<file path="src/rtl/sram_port_arbiter.sv">
// Two-requester round-robin arbiter and zero-sweep init sequencer for a
// single-port, mask-writable, synchronous-read (RW0 style) cache SRAM.
module sram_port_arbiter #(
    parameter int ADDR_W  = 9,
    parameter int DATA_W  = 128,
    parameter int MASK_W  = 4,
    parameter bit INIT_EN = 1'b1
) (
    input  logic              clock,
    input  logic              reset,
    output logic              init_busy,

    input  logic              p0_req_valid,
    output logic              p0_req_ready,
    input  logic              p0_req_write,
    input  logic [ADDR_W-1:0] p0_req_addr,
    input  logic [MASK_W-1:0] p0_req_wmask,
    input  logic [DATA_W-1:0] p0_req_wdata,
    output logic              p0_resp_valid,
    output logic [DATA_W-1:0] p0_resp_rdata,

    input  logic              p1_req_valid,
    output logic              p1_req_ready,
    input  logic              p1_req_write,
    input  logic [ADDR_W-1:0] p1_req_addr,
    input  logic [MASK_W-1:0] p1_req_wmask,
    input  logic [DATA_W-1:0] p1_req_wdata,
    output logic              p1_resp_valid,
    output logic [DATA_W-1:0] p1_resp_rdata,

    output logic              sram_en,
    output logic              sram_wmode,
    output logic [ADDR_W-1:0] sram_addr,
    output logic [MASK_W-1:0] sram_wmask,
    output logic [DATA_W-1:0] sram_wdata,
    input  logic [DATA_W-1:0] sram_rdata
);

    typedef enum logic {ST_INIT, ST_RUN} state_t;

    localparam state_t            RESET_STATE = INIT_EN ? ST_INIT : ST_RUN;
    localparam logic [ADDR_W-1:0] LAST_ADDR   = '1;
    localparam logic [ADDR_W-1:0] ADDR_ONE    = ADDR_W'(1);

    state_t            state;
    state_t            state_next;
    logic [ADDR_W-1:0] init_addr;
    logic              rr;
    logic              pend_valid;
    logic              pend_id;
    logic              grant_valid;
    logic              grant_id;

    // NOTE: every signal written in an always_comb gets a default first, so no
    // path through the block can leave it unassigned and infer a latch.
    always_comb begin
        state_next  = state;
        grant_valid = 1'b0;
        grant_id    = 1'b0;
        case (state)
            ST_INIT: begin
                if (init_addr == LAST_ADDR)
                    state_next = ST_RUN;
            end
            ST_RUN: begin
                // Contention goes to the rr-preferred side; a lone requester always wins.
                if (p0_req_valid && p1_req_valid) begin
                    grant_valid = 1'b1;
                    grant_id    = rr;
                end else if (p0_req_valid) begin
                    grant_valid = 1'b1;
                    grant_id    = 1'b0;
                end else if (p1_req_valid) begin
                    grant_valid = 1'b1;
                    grant_id    = 1'b1;
                end
            end
        endcase
    end

    always_comb begin
        sram_en    = 1'b0;
        sram_wmode = 1'b0;
        sram_addr  = '0;
        sram_wmask = '0;
        sram_wdata = '0;
        if (state == ST_INIT) begin
            sram_en    = 1'b1;
            sram_wmode = 1'b1;
            sram_addr  = init_addr;
            sram_wmask = '1;
        end else if (grant_valid) begin
            sram_en    = 1'b1;
            sram_wmode = grant_id ? p1_req_write : p0_req_write;
            sram_addr  = grant_id ? p1_req_addr  : p0_req_addr;
            sram_wmask = grant_id ? p1_req_wmask : p0_req_wmask;
            sram_wdata = grant_id ? p1_req_wdata : p0_req_wdata;
        end
    end

    assign init_busy    = (state == ST_INIT);
    assign p0_req_ready = grant_valid && !grant_id;
    assign p1_req_ready = grant_valid &&  grant_id;

    // NOTE: sequential state uses non-blocking assignments so every register
    // samples pre-edge values, independent of statement order.
    always_ff @(posedge clock or posedge reset) begin
        if (reset) begin
            state      <= RESET_STATE;
            init_addr  <= '0;
            rr         <= 1'b0;
            pend_valid <= 1'b0;
            pend_id    <= 1'b0;
        end else begin
            state <= state_next;
            if (state == ST_INIT)
                init_addr <= init_addr + ADDR_ONE;
            if (grant_valid)
                rr <= !grant_id;
            pend_valid <= grant_valid && !sram_wmode;
            pend_id    <= grant_id;
        end
    end

    // The macro's registered read lands exactly when the pending tag is live.
    assign p0_resp_valid = pend_valid && !pend_id;
    assign p1_resp_valid = pend_valid &&  pend_id;
    assign p0_resp_rdata = sram_rdata;
    assign p1_resp_rdata = sram_rdata;

endmodule
</file>
<file path="config.mk">
export PLATFORM = sky130hd
export DESIGN_NAME = sram_port_arbiter
export DESIGN_NICKNAME = d
export VERILOG_FILES = /design/src/rtl/sram_port_arbiter.sv
export SDC_FILE = /design/constraint.sdc
export NUM_CORES = 1
export LEC_CHECK = 0
export CAP_MARGIN = 10
export CORE_AREA = 2 2 321 323
export DETAILED_ROUTE_END_ITERATION = 6
export DIE_AREA = 0 0 323 325
export HOLD_SLACK_MARGIN = 0.02
export PLACE_DENSITY_LB_ADDON = 0.05
export SYNTH_ARGS = -nofsm -noshare
export SYNTH_HDL_FRONTEND = slang
export SYNTH_SLANG_ARGS = --single-unit
</file>
<file path="constraint.sdc">
create_clock -name clock -period 1.7 [get_ports clock]
set_input_delay 0.34 -clock clock [delete_from_list [all_inputs] [get_ports clock]]
set_output_delay 0.34 -clock clock [all_outputs]
set_load 0.01 [all_outputs]
</file>
==> reports/results.tsv <==
metric	value	unit
grt_overflow	0	
ys_seq_elements	13	
fin_crit	2.19	ns
synth_top_flop_cell	dfrtp_1	
die_w	323	µm
synth_commonest_cells	buf_4, a22o_1, buf_6, buf_2, dfrtp_1	
crit_path_top_delay_cell	dfrtp_2	
yosys_warnings	0	
combPwrFrac	49.3	%
floorplan.initialDensity	4.10	%
dieArea	105000	µm²
stdcell_area	9870	µm²
root_buffer	clkbuf_16	
avgSynthCellArea	8.12	µm²
grt_pass1_wl	47700	µm
hold_viol_final	0	
worst-r2r-cell-count	5	
post-route-period-util	129	%
timing.critical_path.buf_inv	4	
clkTransAtPathRegs	0.05	ns
drv_slew	0	
fmax	456	MHz
port-buffer-count	435	
netlist_area	4150	µm²
fin_ws	-0.492	ns
dp_hpwl	29200	µm
ys_types	33	
clk_path_buf_depth	2	
critPathLaunchType	flip-flop	
clock_latency	0.24	ns
viasPerCell	2.22	
grtUsageTotal	6.58	%
first_pass_iters	4	
pwr-share-seq	20.4	%
syn-num-nets	929	
status	finished with violations	
fin_nets	1197	
drt-total-wl	38200	µm
worstPathArrival	1.85	ns
cp_slowest_stage_delay	0.44	ns
place_area	8690	µm²
switching_share	20.0	%
antenna_found_initial	3	
wl_per_cell	17.8	µm
globalplace.congestion	0.661	
grt_max_degree	17	
drive_gt1_share	38.9	%
violations	setup timing	
power_switching	0.305	mW
num_vias	4756	
core	101000	µm²
power.density	154	nW/µm²
critPathKind	reg2out	
internal_power	1.22	mW
cts_made_buffers	3	
synth-edff-count	0	
r2r_setup_slack	0.09	ns
drc	0	
min_path_type	in2async	
async_flop_share	100	%
antenna_left	0	
required	1.36	ns
cp_max_fo	7	
die_h	325	µm
cp_cell_sequence	and2_4, and2_4, buf_12, buf_16, buf_8, a22o_4, buf_12	
rr_startpoint	state	
relSlewSlack	76.1	%
synth_top_area_share	46.3	%
synth_cells	511	
setup_viol	145	
skew	0.00254	ns
p_total	1.52	mW
cts.sinks	13	
drv_cap	0	
fin_util	9.74	%
path_delay_family	buffers and inverters	
peakVddDrop	0.392	mV
end_kind	output port	
io_pins	820	
areaGrowthSynthToFinish	138	%
tightest_slew	0.358	ns
cts_hold_buf	0	
fin_setup_tns	-55.35	ns
cellLeakagePower	3.79	nW
dp_slack	-1.16	ns
p_clk_share	30.4	%
drtIter0Drc	75	
rsz0062_at_grt	true	
placementRows	117	
cts_tree	built	
synth.most_common_cell	buf_4	
grt_pass1_vias	5346	
r2r_end	init_addr[7]	
ys_seq_area_share	7.84	%
yosysTopAreaCell	buf_4	
htree_levels	1	
synthTopCellsByArea	buf_4, a22o_1, dfrtp_1, buf_6, a221o_1	
## sequential cells by signal (all words and copies together), names as in the netlist
name and count:
pend_valid 1, init_addr 9, rr 1, pend_id 1
state 1
## metrics by stage
step | std cells | hold WS, ns
final | 2147 | 0.417
after global routing | 2146 | 0.453
after CTS | 2134 | 0.429
after detailed placement | 2084 | 0.559
after global placement | 2084 | 0.566
after floorplan | 511 | 0.217
## power by group through the flow
stage / combinational [mW] / clock, mW / sequential [mW]
after detailed placement: 0.749 / 0 / 0.315
after CTS: 0.761 / 0.484 / 0.310
final: 0.750 / 0.462 / 0.310
after global placement: 0.756 / 0 / 0.315
after global routing: 0.795 / 0.491 / 0.309
after floorplan: 0.642 / 0 / 0.315
## cells by family (layout without fill, tap and decap cells)
logic type | after synthesis | count (layout) | synth area share, %
compound gates | 147 | 147 | 30.9
xor+xnor | 7 | 7 | 1.48
fa+ha+maj | 2 | 2 | 0.603
buf+inv | 295 | 562 | 52.7
flops | 13 | 13 | 7.84
mux | 2 | 2 | 0.542
other cells | 0 | 1 | 0
simple gates | 45 | 45 | 5.88
## what timing repair did
action	CTS	global route
buffers inserted	37	17
gates resized for setup	693	99
endpoints found under the setup margin	146	146
gates cloned	11	7
pin swaps	72	71
## worst reg2reg max path, stage by stage (launching register included)
cell and delay (ns):
dfrtp_2 0.44, buf_4 0.16, bufbuf_16 0.28, nand2b_1 0.16, nor4_1 0.32, xor2_1 0.18
## placed cells by master, fill, tap and decap left out, types with 2 or more instances in the layout
cell,synthesis,layout
a22o_4,0,22
inv_1,3,3
a22o_1,127,105
xor2_1,3,3
o211ai_1,5,5
buf_16,0,10
and2_4,0,2
buf_4,256,31
clkdlybuf4s15_2,0,2
a221o_1,8,8
and2_1,4,2
clkdlybuf4s50_1,0,287
a21oi_1,3,3
nand3_1,11,11
or2_1,3,2
buf_2,13,67
nor2b_1,7,7
buf_12,0,21
buf_8,0,17
dfrtp_1,13,12
xnor2_1,4,4
nand2_1,11,10
and3_1,3,2
buf_6,14,108
clkbuf_16,0,10
## cell type report
class	instances	area, µm²
diodes	1	2.50
inverters	4	17.5
multi-input cells	203	1860
clock buffers	4	78.8
flip-flops and latches	13	327
fillers	11800	91400
repair buffers	554	5870
well taps	1368	1710
## layer usage
metal | part of all wire [%] | wire length, µm | track usage [%] | vias up
met3 | 11 | 4240 | 2.83 | 82
met2 | 48 | 18400 | 11.5 | 373
met4 | 2.6 | 996 | 1.68 | 6
li1 | - | - | - | 2115
met5 | 0.089 | 34 | 0 | -
met1 | 38 | 14600 | 7.23 | 2180
## how the worst max path moves through the flow
stage	to	start	slack, ns	depth (start not counted)
after detailed placement	sram_wdata[93]	p0_req_valid	-1.16	7
after CTS	sram_wdata[78]	state	-0.55	7
after global placement	sram_wdata[93]	p0_req_valid	-1.21	7
after global routing	sram_wdata[90]	state	-0.55	7
after floorplan	sram_wdata[100]	rr	0.03	6
final	sram_wdata[78]	state	-0.49	7
No activity file was read; power rests on OpenSTA's default activity.
